===== src/rtl/scroll_sequencer.sv =====
// scroll_sequencer: paints NUM_ROWS text rows one at a time, holds the frame,
// then scrolls the row RAMs by one position and repeats while enable is high.
// The start and hold delays are timed by an internal counter.
// Optional feature macro: SCROLL_PAUSE_EN adds a pause input that freezes
// sequencing. Without it there is no pause port.
//
// state     | meaning
// ----------+--------------------------------------------------------------
// IDLE      | game mode inactive, all outputs low
// START_DLY | initial instruction delay, START_CYCLES cycles
// RST_DRAW  | one-cycle restart pulse before drawing row row_idx
// DRAW      | draw engine row_idx running, wait for its finish_draw bit
// HOLD      | frame held on screen, HOLD_CYCLES cycles
// RST_UPD   | one-cycle restart pulse before update step row_idx (load on 0)
// UPD       | row RAM update step row_idx, wait for finish_update
module scroll_sequencer #(
  parameter int NUM_ROWS     = 4,
  parameter int DELAY_W      = 26,
  parameter int START_CYCLES = 50000000,
  parameter int HOLD_CYCLES  = 25000000,
  parameter int SEL_W        = 3,
  parameter int UPD_SEL      = 5,
  parameter int FRAME_W      = 8
) (
  input  logic                        clk,
  input  logic                        reset,
  input  logic                        enable,
  input  logic [NUM_ROWS-1:0]         finish_draw,
  input  logic                        finish_update,
`ifdef SCROLL_PAUSE_EN
  input  logic                        pause,
`endif
  output logic                        restart,
  output logic [NUM_ROWS-1:0]         draw,
  output logic                        delay_active,
  output logic                        load,
  output logic                        update,
  output logic [NUM_ROWS-1:0]         wren,
  output logic [NUM_ROWS-2:0]         shift,
  output logic [SEL_W-1:0]            display_select,
  output logic [SEL_W-1:0]            colour_select,
  output logic [$clog2(NUM_ROWS)-1:0] row_idx,
  output logic [FRAME_W-1:0]          frame_count
);

  localparam int ROW_W = $clog2(NUM_ROWS);

  localparam logic [ROW_W-1:0]   LAST_ROW   = ROW_W'(NUM_ROWS - 1);
  localparam logic [DELAY_W-1:0] START_LAST = DELAY_W'(START_CYCLES - 1);
  localparam logic [DELAY_W-1:0] HOLD_LAST  = DELAY_W'(HOLD_CYCLES - 1);
  localparam logic [SEL_W-1:0]   SEL_UPD    = SEL_W'(UPD_SEL);
  localparam logic [SEL_W-1:0]   SEL_HOLD   = SEL_W'(NUM_ROWS);

  typedef enum logic [2:0] {
    IDLE,
    START_DLY,
    RST_DRAW,
    DRAW,
    HOLD,
    RST_UPD,
    UPD
  } state_t;

  state_t               state_q, state_d;
  logic [ROW_W-1:0]     row_q, row_d;
  logic [DELAY_W-1:0]   cnt_q, cnt_d;
  logic [FRAME_W-1:0]   frame_q, frame_d;

  logic                 restart_q, restart_d;
  logic [NUM_ROWS-1:0]  draw_q, draw_d;
  logic                 delay_active_q, delay_active_d;
  logic                 load_q, load_d;
  logic                 update_q, update_d;
  logic [NUM_ROWS-1:0]  wren_q, wren_d;
  logic [NUM_ROWS-2:0]  shift_q, shift_d;
  logic [SEL_W-1:0]     dsel_q, dsel_d;
  logic [SEL_W-1:0]     csel_q, csel_d;

  logic                 pause_w;

`ifdef SCROLL_PAUSE_EN
  assign pause_w = pause;
`else
  assign pause_w = 1'b0;
`endif

  // Next state, row index, delay counter and frame counter.
  always_comb begin
    state_d = state_q;
    row_d   = row_q;
    cnt_d   = cnt_q;
    frame_d = frame_q;
    if ((state_q != IDLE) && !enable) begin
      // Abort beats any finish_* arriving in the same cycle.
      state_d = IDLE;
      row_d   = '0;
      cnt_d   = '0;
    end else if (!pause_w) begin
      case (state_q)
        IDLE: begin
          if (enable) begin
            state_d = START_DLY;
            row_d   = '0;
            cnt_d   = '0;
          end
        end
        START_DLY: begin
          if (cnt_q == START_LAST) begin
            state_d = RST_DRAW;
            row_d   = '0;
            cnt_d   = '0;
          end else begin
            cnt_d = cnt_q + DELAY_W'(1);
          end
        end
        RST_DRAW: state_d = DRAW;
        DRAW: begin
          // Only the engine of the row being drawn can advance the sequence.
          if (finish_draw[row_q]) begin
            if (row_q == LAST_ROW) begin
              state_d = HOLD;
              cnt_d   = '0;
            end else begin
              row_d   = row_q + ROW_W'(1);
              state_d = RST_DRAW;
            end
          end
        end
        HOLD: begin
          if (cnt_q == HOLD_LAST) begin
            state_d = RST_UPD;
            row_d   = '0;
            cnt_d   = '0;
          end else begin
            cnt_d = cnt_q + DELAY_W'(1);
          end
        end
        RST_UPD: state_d = UPD;
        UPD: begin
          if (finish_update) begin
            if (row_q == LAST_ROW) begin
              frame_d = frame_q + FRAME_W'(1);
              row_d   = '0;
              state_d = RST_DRAW;
            end else begin
              row_d   = row_q + ROW_W'(1);
              state_d = RST_UPD;
            end
          end
        end
        default: begin
          state_d = IDLE;
          row_d   = '0;
          cnt_d   = '0;
        end
      endcase
    end
  end

  // Moore outputs decoded from the next state so they register in step with it.
  always_comb begin
    restart_d      = 1'b0;
    draw_d         = '0;
    delay_active_d = 1'b0;
    load_d         = 1'b0;
    update_d       = 1'b0;
    wren_d         = '0;
    shift_d        = '0;
    dsel_d         = '0;
    csel_d         = '0;
    case (state_d)
      START_DLY: delay_active_d = 1'b1;
      RST_DRAW: begin
        restart_d = 1'b1;
        dsel_d    = SEL_W'(1);
        // Row 0 has no predecessor colour, so it shows colour 1 early.
        csel_d    = (row_d == '0) ? SEL_W'(1) : SEL_W'(row_d);
      end
      DRAW: begin
        draw_d = NUM_ROWS'(1) << row_d;
        dsel_d = SEL_W'(1);
        csel_d = SEL_W'(row_d) + SEL_W'(1);
      end
      HOLD: begin
        delay_active_d = 1'b1;
        dsel_d         = SEL_W'(1);
        csel_d         = SEL_HOLD;
      end
      RST_UPD: begin
        restart_d = 1'b1;
        load_d    = (row_d == '0);
        dsel_d    = SEL_UPD;
        csel_d    = SEL_UPD;
      end
      UPD: begin
        update_d = 1'b1;
        // Rows are rewritten bottom-up: each takes the row above it, and the
        // top row finally takes the freshly loaded text (no shift source).
        wren_d   = NUM_ROWS'(1) << (LAST_ROW - row_d);
        if (row_d != LAST_ROW) begin
          shift_d = (NUM_ROWS-1)'(1) << (LAST_ROW - ROW_W'(1) - row_d);
        end
        dsel_d   = SEL_UPD;
        csel_d   = SEL_UPD;
      end
      default: begin
        restart_d = 1'b0;
      end
    endcase
  end

  // Sequencer state and registered outputs.
  always_ff @(posedge clk) begin
    if (reset) begin
      state_q        <= IDLE;
      row_q          <= '0;
      cnt_q          <= '0;
      frame_q        <= '0;
      restart_q      <= 1'b0;
      draw_q         <= '0;
      delay_active_q <= 1'b0;
      load_q         <= 1'b0;
      update_q       <= 1'b0;
      wren_q         <= '0;
      shift_q        <= '0;
      dsel_q         <= '0;
      csel_q         <= '0;
    end else begin
      state_q        <= state_d;
      row_q          <= row_d;
      cnt_q          <= cnt_d;
      frame_q        <= frame_d;
      restart_q      <= restart_d;
      draw_q         <= draw_d;
      delay_active_q <= delay_active_d;
      load_q         <= load_d;
      update_q       <= update_d;
      wren_q         <= wren_d;
      shift_q        <= shift_d;
      dsel_q         <= dsel_d;
      csel_q         <= csel_d;
    end
  end

  // Pause masks the engine restart and text load immediately; everything
  // else simply holds because the state is frozen.
  assign restart        = restart_q & ~pause_w;
  assign load           = load_q & ~pause_w;
  assign draw           = draw_q;
  assign delay_active   = delay_active_q;
  assign update         = update_q;
  assign wren           = wren_q;
  assign shift          = shift_q;
  assign display_select = dsel_q;
  assign colour_select  = csel_q;
  assign row_idx        = row_q;
  assign frame_count    = frame_q;

endmodule


===== config.mk =====
export PLATFORM = sky130hd
export DESIGN_NAME = scroll_sequencer
export DESIGN_NICKNAME = d
export VERILOG_FILES = /design/src/rtl/scroll_sequencer.sv
export SDC_FILE = /design/constraint.sdc
export NUM_CORES = 1
export LEC_CHECK = 0
export CAP_MARGIN = 20
export CELL_PAD_IN_SITES_DETAIL_PLACEMENT = 1
export CELL_PAD_IN_SITES_GLOBAL_PLACEMENT = 1
export CORE_ASPECT_RATIO = 1.2
export CORE_UTILIZATION = 38
export DETAILED_ROUTE_END_ITERATION = 10
export PLACE_DENSITY_LB_ADDON = 0.1
export SYNTH_ARGS = -nofsm -noshare
export SYNTH_HDL_FRONTEND = slang
export SYNTH_SLANG_ARGS = --single-unit
export TNS_END_PERCENT = 30

===== constraint.sdc =====
create_clock -name clk -period 5.1 [get_ports clk]
set_input_delay 0.765 -clock clk [delete_from_list [all_inputs] [get_ports clk]]
set_output_delay 0.765 -clock clk [all_outputs]
set_load 0.03 [all_outputs]

Word level (Yosys, flattened, before mapping)

Index checks and enable logic that the tools add are counted.

Add/sub/neg operators: 6
Order comparisons: 1
Equal/unequal tests: 19
Shift-type cells: 3
Mux-type cells: 32
Bitwise logic cells: 6
Reductions and logical operators: 18

Operators by type and width:

| cell                    | number |
|---|---|
| $mux W26                | 5 |
| $pmux W26 S5            | 1 |
| $add A26 B1 Y26 const B | 1 |
| $eq A26 B25 Y1 const B  | 1 |
| $eq A26 B26 Y1 const B  | 1 |
| $mux W3                 | 8 |
| $pmux W3 S7             | 1 |
| $eq A3 B3 Y1 const B    | 6 |
| $mux W2                 | 9 |
| $reduce_or A2 Y1        | 8 |
| $eq A3 B2 Y1 const B    | 4 |
| $pmux W2 S6             | 1 |
| $pmux W3 S4             | 1 |
| $reduce_or A3 Y1        | 3 |
| $add A8 B1 Y8 const B   | 1 |
| $ne A2 B2 Y1 const B    | 4 |
| $reduce_and A4 Y1       | 2 |
| $shl A1 B2 Y4 const A   | 2 |
| $eq A3 B1 Y1 const B    | 2 |
| $not A1 Y1              | 6 |
| $pmux W3 S2             | 1 |
| $mux W1                 | 4 |
| $sub A2 B2 Y2 const A   | 2 |
| $add A2 B1 Y3 const B   | 1 |
| other kinds (10)        | 10 |

Register bits after elaboration: 60
Input port bits: 8
Output and inout port bits: 31
Word-level logic and storage cells: 98

Depth between registers and ports, before layout

Gate-level depths: netlist of the first run.

Word-level depth: 8
Depth in mapped cells: 11
Gate-level depth less buffers: 10

Least setup slack after synthesis of the first run

Ideal clock, no wire load.

Path type: reg2reg
Start: register row_q[0] (netlist: row_idx[0])
End: register shift_q[2] (netlist: shift[2])
Data arrival time: 2.443 ns
Path slack: 2.565 ns
Stages on the path, launching flop included: 10
Buffers on the path: 1
Period minus slack after synthesis: 2.535 ns
Path through: dfxtp_1 buf_2 mux4_2 nand3b_1 o22ai_1 and2_1 o21ai_4 inv_2 ha_1 nor4_1

Longest elaborated chain between the ends: 8
Elaborated cells between the ends (all ways): 26

Ends and longest elaborated chain:

| item                                                  | line     | RTL |
|---|---|---|
| start: declaration                                    | 65       | `logic [ROW_W-1:0] row_q, row_d;` |
| start signal: assignment                              | 230      | `row_q <= row_d;` |
| $add A2 B1 Y2 (tied with other cells)                 | 124, 146 |  |
| $mux W2 (tied with other cells)                       | 141      | `if (row_q == LAST_ROW) begin` |
| $mux W2 (on tied branches)                            | 140, 119 |  |
| $pmux W2 S6 (*)                                       | 99       | `case (state_q)` |
| $mux W2 (*)                                           | 93       | `if ((state_q != IDLE) && !enable) begin` |
| net row_d[0]                                          | 65       |  |
| branches (longest 3 deep; another with $sub A2 B2 Y2) | n/a      |  |
| end signal: assignment                                | 239      | `shift_q <= shift_d;` |
| end: declaration                                      | 75       | `logic [NUM_ROWS-2:0] shift_q, shift_d;` |

Mark *: on every way through the listed nets, which the timed path passes. The select of a mux whose other input is x is not followed.
A chain may end at the register's enable or synchronous reset.

Worst setup path in the final report of the first run

Start: input port finish_draw[3]
End: register shift_q[1] (netlist: shift[1])

Longest elaborated chain between the ends: 8
Elaborated cells between the ends (all ways): 15

Ends and longest elaborated chain:

| item                                                  | line | RTL |
|---|---|---|
| start: declaration                                    | 28   | `input logic [NUM_ROWS-1:0] finish_draw,` |
| $bmux W1 S2 (*)                                       | 119  | `if (finish_draw[row_q]) begin` |
| $mux W1 (implied by the code) (*)                     | 119  |  |
| $mux W2 (*)                                           | 119  |  |
| $pmux W2 S6 (*)                                       | 99   |  |
| $mux W2 (*)                                           | 93   |  |
| net row_d[0]                                          | 65   |  |
| branches (longest 3 deep; another with $sub A2 B2 Y2) | n/a  |  |

Marks and branches as above.

==> impl_metrics.csv, run 1 <==
group,metric,value,unit
finish,multi_input_area,1690,sq um
sta,setup_viol,0,
floorplanning,die-area,8230,sq um
floorplanning,rows,35,
logic_synthesis,syn_inst,342,
setup_path,worstRegToRegCells,8,
finish,nFillCells,908,
sta,fin_crit_sh,57.2,%
clock_network,cts_setup_buffers,0,
sta,finalMaxSlewViolations,0,
logic_synthesis,synth_cell_types,63,
setup_path,crit_fanout,6,
logic_synthesis,ys_seq_elements,59,
finish,fin_nets,396,
clock_network,ctsHoldBuffers,0,
logic_synthesis,synth_area_leaders,"dfxtp_1 (40%), nor2_1 (6.3%), xnor2_1 (4.7%)",
setup_path,reg2reg_slack,2210,ps
floorplanning,pin_count,39,
clock_network,cts_made_buffers,9,
finish,area_delta_synth_final,21.9,%
grt,gr-total-overflow,0,
logic_synthesis,syn_avg_cell_area,8.74,sq um
power,irDropWorstVdd,139,uV
grt,grt_usage,18.5,%
power,cellLeakagePower,1.29,nW
clock_network,insertion_delay,340,ps
clock_network,htree_levels,3,
setup_path,cp_data_required_time,5320,ps
setup_path,arrival,3140,ps
routing,ant_nets,0,
finish,stdcell_area,3640,sq um
clock_network,cts_buffer_depth,2,
floorplanning,die_h,99.2,um
placed_design,io_buffers,37,
sta,fmax,343,MHz
sta,hold_viol_final,0,
clock_network,ctsResizeCount,0,
power,clkPwrFrac,48.4,%
setup_path,end_kind,"register",
logic_synthesis,syn_nets,359,
logic_synthesis,synth_top_area_share,39.5,%
grt,antenna_found_initial,0,
grt,grt_pass1_wl,12200,um
placed_design,postPlaceCellArea,3410,sq um
power,power_per_cell_area,273,nW/um^2
power,switchingPower,0.233,mW
logic_synthesis,netlist_area,2990,sq um
logic_synthesis,synth.most_common_cell,"dfxtp_1",
setup_path,cp-startpoint,"finish_draw[3]",
logic_synthesis,synthFlopType,"dfxtp_1",
logic_synthesis,ys_seq_area_share,39.5,%
logic_synthesis,synth-async-reset-ratio,0,%
clock_network,cts_tree,"built",
finish,seq_area,1180,sq um
routing,wl,7270,um
sta,worstMarginPinSlew,945,ps
routing,drt-wirelength-per-cell,15.3,um
setup_path,r2r_end,"shift[1]",
setup_path,r2r-start,"cnt_q[17]",
logic_synthesis,yosysTopAreaCell,"dfxtp_1",
floorplanning,start_util,39.0,%
finish,drive_above_1_share,7.03,%
routing,vias,2553,
placed_design,place_hpwl,5220,um
clock_network,clk_pin_slew_worst_paths,80,ps
grt,grt_max_degree,27,
sta,rsz0062_at_grt,"no",
setup_path,critical_path_class,"in2reg",
logic_synthesis,synth-edff-count,0,
routing,firstDrtPassIters,4,
worst_hold_path,hold_class,"reg2reg",
power,intPower,0.759,mW
sta,fin_skew,9.90,ps
power,pwr-share-seq,47.0,%
grt,first_global_vias,2527,
routing,drt-initial-drc-count,96,
setup_path,critPathLaunchType,"input port",
flow_run,cap_violations,0,
sta,setup_tns,0,ps
setup_path,cp-endpoint,"shift[1]",
routing,viasPerCell,5.36,
finish,insertedDiodeCount,0,
routing,drc,0,
outcome,status,"complete, no violations",
floorplanning,die_w,83.0,um
clock_network,cts-root-buf,"clkbuf_8",
logic_synthesis,yosys-top-cells-count,"dfxtp_1 (59), nor2_1 (50), nand2_1 (21)",
clock_network,clkSinkCount,59,
floorplanning,core_area,7660,sq um
power,p_comb_share,4.6,%
logic_synthesis,yosysWarnings,0,
sta,slew_headroom,36.7,%
power,swShare,23.5,%
sta,period_minus_slack,2920,ps
placed_design,place_congestion,0.783,
-- worst min path at each step --
stage / from / endpoint / slack (ps) / cells past startpoint
3_5_place_dp: cnt_q[1] / cnt_q[1] / 500 / 2
6_report: cnt_q[1] / cnt_q[1] / 510 / 2
5_1_grt: cnt_q[1] / cnt_q[1] / 550 / 2
4_1_cts: cnt_q[1] / cnt_q[1] / 510 / 2
3_3_place_gp: frame_count[7] / frame_count[7] / 490 / 2
2_1_floorplan: cnt_q[1] / cnt_q[1] / 470 / 2
-- layout make-up --
cell class | count | share of cell area (%)
Multi-Input combinational cell | 258 | 46.4
Sequential cell | 59 | 32.4
Timing Repair Buffer | 38 | 10.5
Clock buffer | 9 | 3.40
Tap cell | 92 | 3.16
Clock inverter | 7 | 2.75
Inverter | 13 | 1.34
-- critical path: stages --
cell and delay [ps]:
clkdlybuf4s50_1 410, mux4_2 570, nand3b_1 130, o22ai_1 80, and2_1 230, o21ai_4 240
inv_2 80, ha_1 270, nor4_1 350
-- cell families after synthesis --
group	share of synthesized area (%)
buffers and inverters	3.89
adders and majority gates	3.77
muxes	2.47
xor gates and xnor gates	9.38
DFF	39.5
AOI/OAI and AO/OA	9.96
other	0.125
and+or+nand+nor	30.9
-- power by group through the flow --
stage	registers (mW)	logic, mW	clock network [mW]
floorplan	0.476	0.0326	0
finish	0.466	0.0456	0.481
CTS	0.466	0.0449	0.498
detailed placement	0.477	0.0446	0
global route	0.467	0.0509	0.519
global placement	0.477	0.0442	0
-- metrics by stage --
step           utilization, %  cells  hold WS, ps  power [mW]  setup WS, ps
5_1_grt                  47.5    476          549        1.04          2010
2_1_floorplan               -    342          467       0.509          2560
4_1_cts                  47.4    475          511        1.01          2090
6_report                 47.5    476          509       0.993          2180
3_3_place_gp             44.5    459          493       0.522          1920
3_5_place_dp             44.5    459          498       0.522          1910
-- layout by cell type (no fill, tap or decap), drive strengths merged, types with 2 or more instances in the layout --
master,instances
nand3,14
a21oi,8
or3,2
or2,2
nand3b,5
mux2i,4
inv,13
o31a,2
o21ai,7
nor3b,3
a211oi,2
or4,5
xor2,16
a22o,2
nand2b,5
o31ai,3
nand2,21
and4,6
dfxtp,59
nand4,14
and3,9
a21boi,3
nor4,5
clkdlybuf4s50,37
clkinv,5
and2,11
bufinv,2
o22ai,2
nor2,50
nor4bb,2
xnor2,16
clkbuf,9
nor3,13
ha,9
-- layer usage --
metal | part of all wire (%) | track usage [%] | wire [um] | up-vias
li1 | - | - | - | 1280
met3 | 2.8 | 4.56 | 203 | 6
met4 | 1.0 | 6.76 | 73 | 0
met1 | 44 | 21.5 | 3220 | 1226
met2 | 52 | 33.0 | 3770 | 41
met5 | 0 | 0 | 0 | -
-- sequential cells by signal, summed over array words and instances, names as in the netlist, 2 cells and up --
name,flops
row_idx,2
display_select,2
cnt_q,26
frame_count,8
wren,4
shift,3
draw,4
colour_select,3
state_q,3
No activity file was read; power rests on OpenSTA's default activity.
==> run 2: changes to the inputs <==
==> constraint.sdc (replaced) <==
create_clock -name clk -period 3.05 [get_ports clk]
set_input_delay 0.4575 -clock clk [delete_from_list [all_inputs] [get_ports clk]]
set_output_delay 0.4575 -clock clk [all_outputs]
set_load 0.03 [all_outputs]
==> run 2 against run 1 <==
Via count rose by 2.5%. Global-route usage increased by 0.62 points. Non-clock buffer count grew 7. Cell area up 0.72%. Utilization grew 0.34 points. Final cell count increased by 1.5%. Total power is 60% higher. Clock skew shrank 2.4 ps. Largest cell class unchanged.
==> impl_metrics.csv, run 2 (synthesis gave the netlist of run 1 again) <==
group,metric,value,unit
clock_network,cts_tree,"built",
floorplanning,start_util,39.0,%
clock_network,ctsResizeCount,0,
sta,hold_ws,531,ps
sta,fin_crit_sh,91.2,%
finish,final_core_util,47.9,%
clock_network,ctsHoldBuffers,0,
setup_path,critPathLaunchType,"register",
finish,area_delta_synth_final,22.7,%
routing,drt-initial-drc-count,96,
sta,period_minus_slack,2780,ps
grt,grt_max_degree,27,
power,clkPwrFrac,45.9,%
finish,stdcell_area,3670,sq um
placed_design,place_hpwl,5440,um
worst_hold_path,hold_class,"reg2reg",
placed_design,io_buffers,37,
floorplanning,core_area,7660,sq um
routing,firstDrtPassIters,4,
power,switchingPower,0.402,mW
placed_design,place_congestion,0.756,
setup_path,cp_data_required_time,3300,ps
power,p_comb_share,5.0,%
grt,gr-total-overflow,0,
clock_network,clkSinkCount,59,
routing,drc,0,
floorplanning,die_w,83.0,um
floorplanning,die-area,8230,sq um
routing,vias,2618,
finish,fin_nets,403,
clock_network,cts-root-buf,"clkbuf_8",
power,cellLeakagePower,1.30,nW
finish,finalNonFillerCells,483,
setup_path,arrival,3030,ps
sta,setup_viol,0,
power,pwr-share-seq,49.1,%
power,intPower,1.19,mW
grt,first_global_vias,2692,
power,swShare,25.3,%
outcome,status,"complete, no violations",
clock_network,cts_setup_buffers,0,
setup_path,critical_path_class,"reg2reg",
routing,wl,7460,um
sta,rsz0062_at_grt,"no",
finish,regMostFlops,"cnt_q",
grt,grt_usage,19.2,%
sta,setup_tns,0,ps
clock_network,cts_made_buffers,9,
clock_network,cts_buffer_depth,2,
grt,grt_pass1_wl,12700,um
sta,slew_headroom,38.0,%
finish,layout_commonest_cell,"dfxtp_1",
setup_path,slowest_delay,530,ps
clock_network,htree_levels,3,
sta,worst_slack,269,ps
sta,fmax,360,MHz
setup_path,path_buf_inv,1,
finish,drive_above_1_share,8.70,%
routing,drt-wirelength-per-cell,15.4,um
power,irDropWorstVdd,248,uV
grt,antenna_found_initial,0,
setup_path,crit_fanout,7,
clock_network,insertion_delay,350,ps
floorplanning,pin_count,39,
finish,final_cell_mix,"dfxtp_1 (59), nor2_1 (50), clkdlybuf4s50_1 (37)",
sta,finalMaxSlewViolations,0,
flow_run,cap_violations,0,
sta,hold_viol_final,0,
routing,viasPerCell,5.42,
placed_design,post-place-ws,237,ps
routing,ant_nets,0,
sta,fin_skew,7.55,ps
floorplanning,rows,35,
setup_path,end_kind,"register",
placed_design,postPlaceCellArea,3470,sq um
floorplanning,die_h,99.2,um
placed_design,dp.cells,467,
power,finalPower,1.59,mW
setup_path,slowest_stage,"or4b_1",
finish,insertedDiodeCount,0,
power,power_per_cell_area,433,nW/um^2
setup_path,worstPathCellList,"or4b_1 > nor4_2 > a21boi_0 > o31a_1 > o21ai_4 > inv_2 > ha_1 > nor4_1",
setup_path,cp_top_family,"simple AND/OR/NAND/NOR gates",
clock_network,clk_pin_slew_worst_paths,80,ps
sta,worstMarginPinSlew,926,ps
finish,largest_reg_flops,26,
==> run 2: cell types whose count changed in the layout (fill, tap and decap cells not counted) <==
cell	delta
buf_4	+8
clkinvlp_4	+4
buf_6	-1
bufinv_16	-1
clkinv_4	-2
clkinv_2	-1
==> run 2: worst reg2reg max path, stage by stage (launching register included) <==
cell and delay (ps):
dfxtp_1 460, or4b_1 530, nor4_2 350, a21boi_0 170, o31a_1 310, o21ai_4 200
inv_2 80, ha_1 260, nor4_1 310
==> run 2: final timing paths <==
path,start,to,slack [ps],cells past startpoint
worst max-delay path,cnt_q[17],shift[2],270,8
worst min-delay path,frame_count[7],frame_count[7],530,2
worst max register to register,cnt_q[17],shift[2],270,8
worst min register to register,frame_count[7],frame_count[7],530,2
==> run 2: layer usage <==
metal,global-route usage (%),up-vias,wire length [um]
met5,0,-,0
met4,6.90,0,136
met3,5.06,14,247
met2,34.5,47,3830
met1,21.8,1270,3250
li1,-,1287,-
==> run 2: power groups by stage <==
stage	clock network (mW)	logic, mW	registers [mW]
global route	0.782	0.0877	0.780
detailed placement	0	0.0796	0.798
floorplan	0	0.0545	0.796
finish	0.729	0.0794	0.780
CTS	0.759	0.0803	0.780
global placement	0	0.0792	0.798
==> run 2: final cells by class <==
type                            count  area (sq um)
Multi-Input combinational cell    258          1690
Tap cell                           92           115
Inverter                           13          48.8
Clock buffer                        9           124
Clock inverter                      7          77.6
Fill cell                         911          4000
Sequential cell                    59          1180
Timing Repair Buffer               45           430
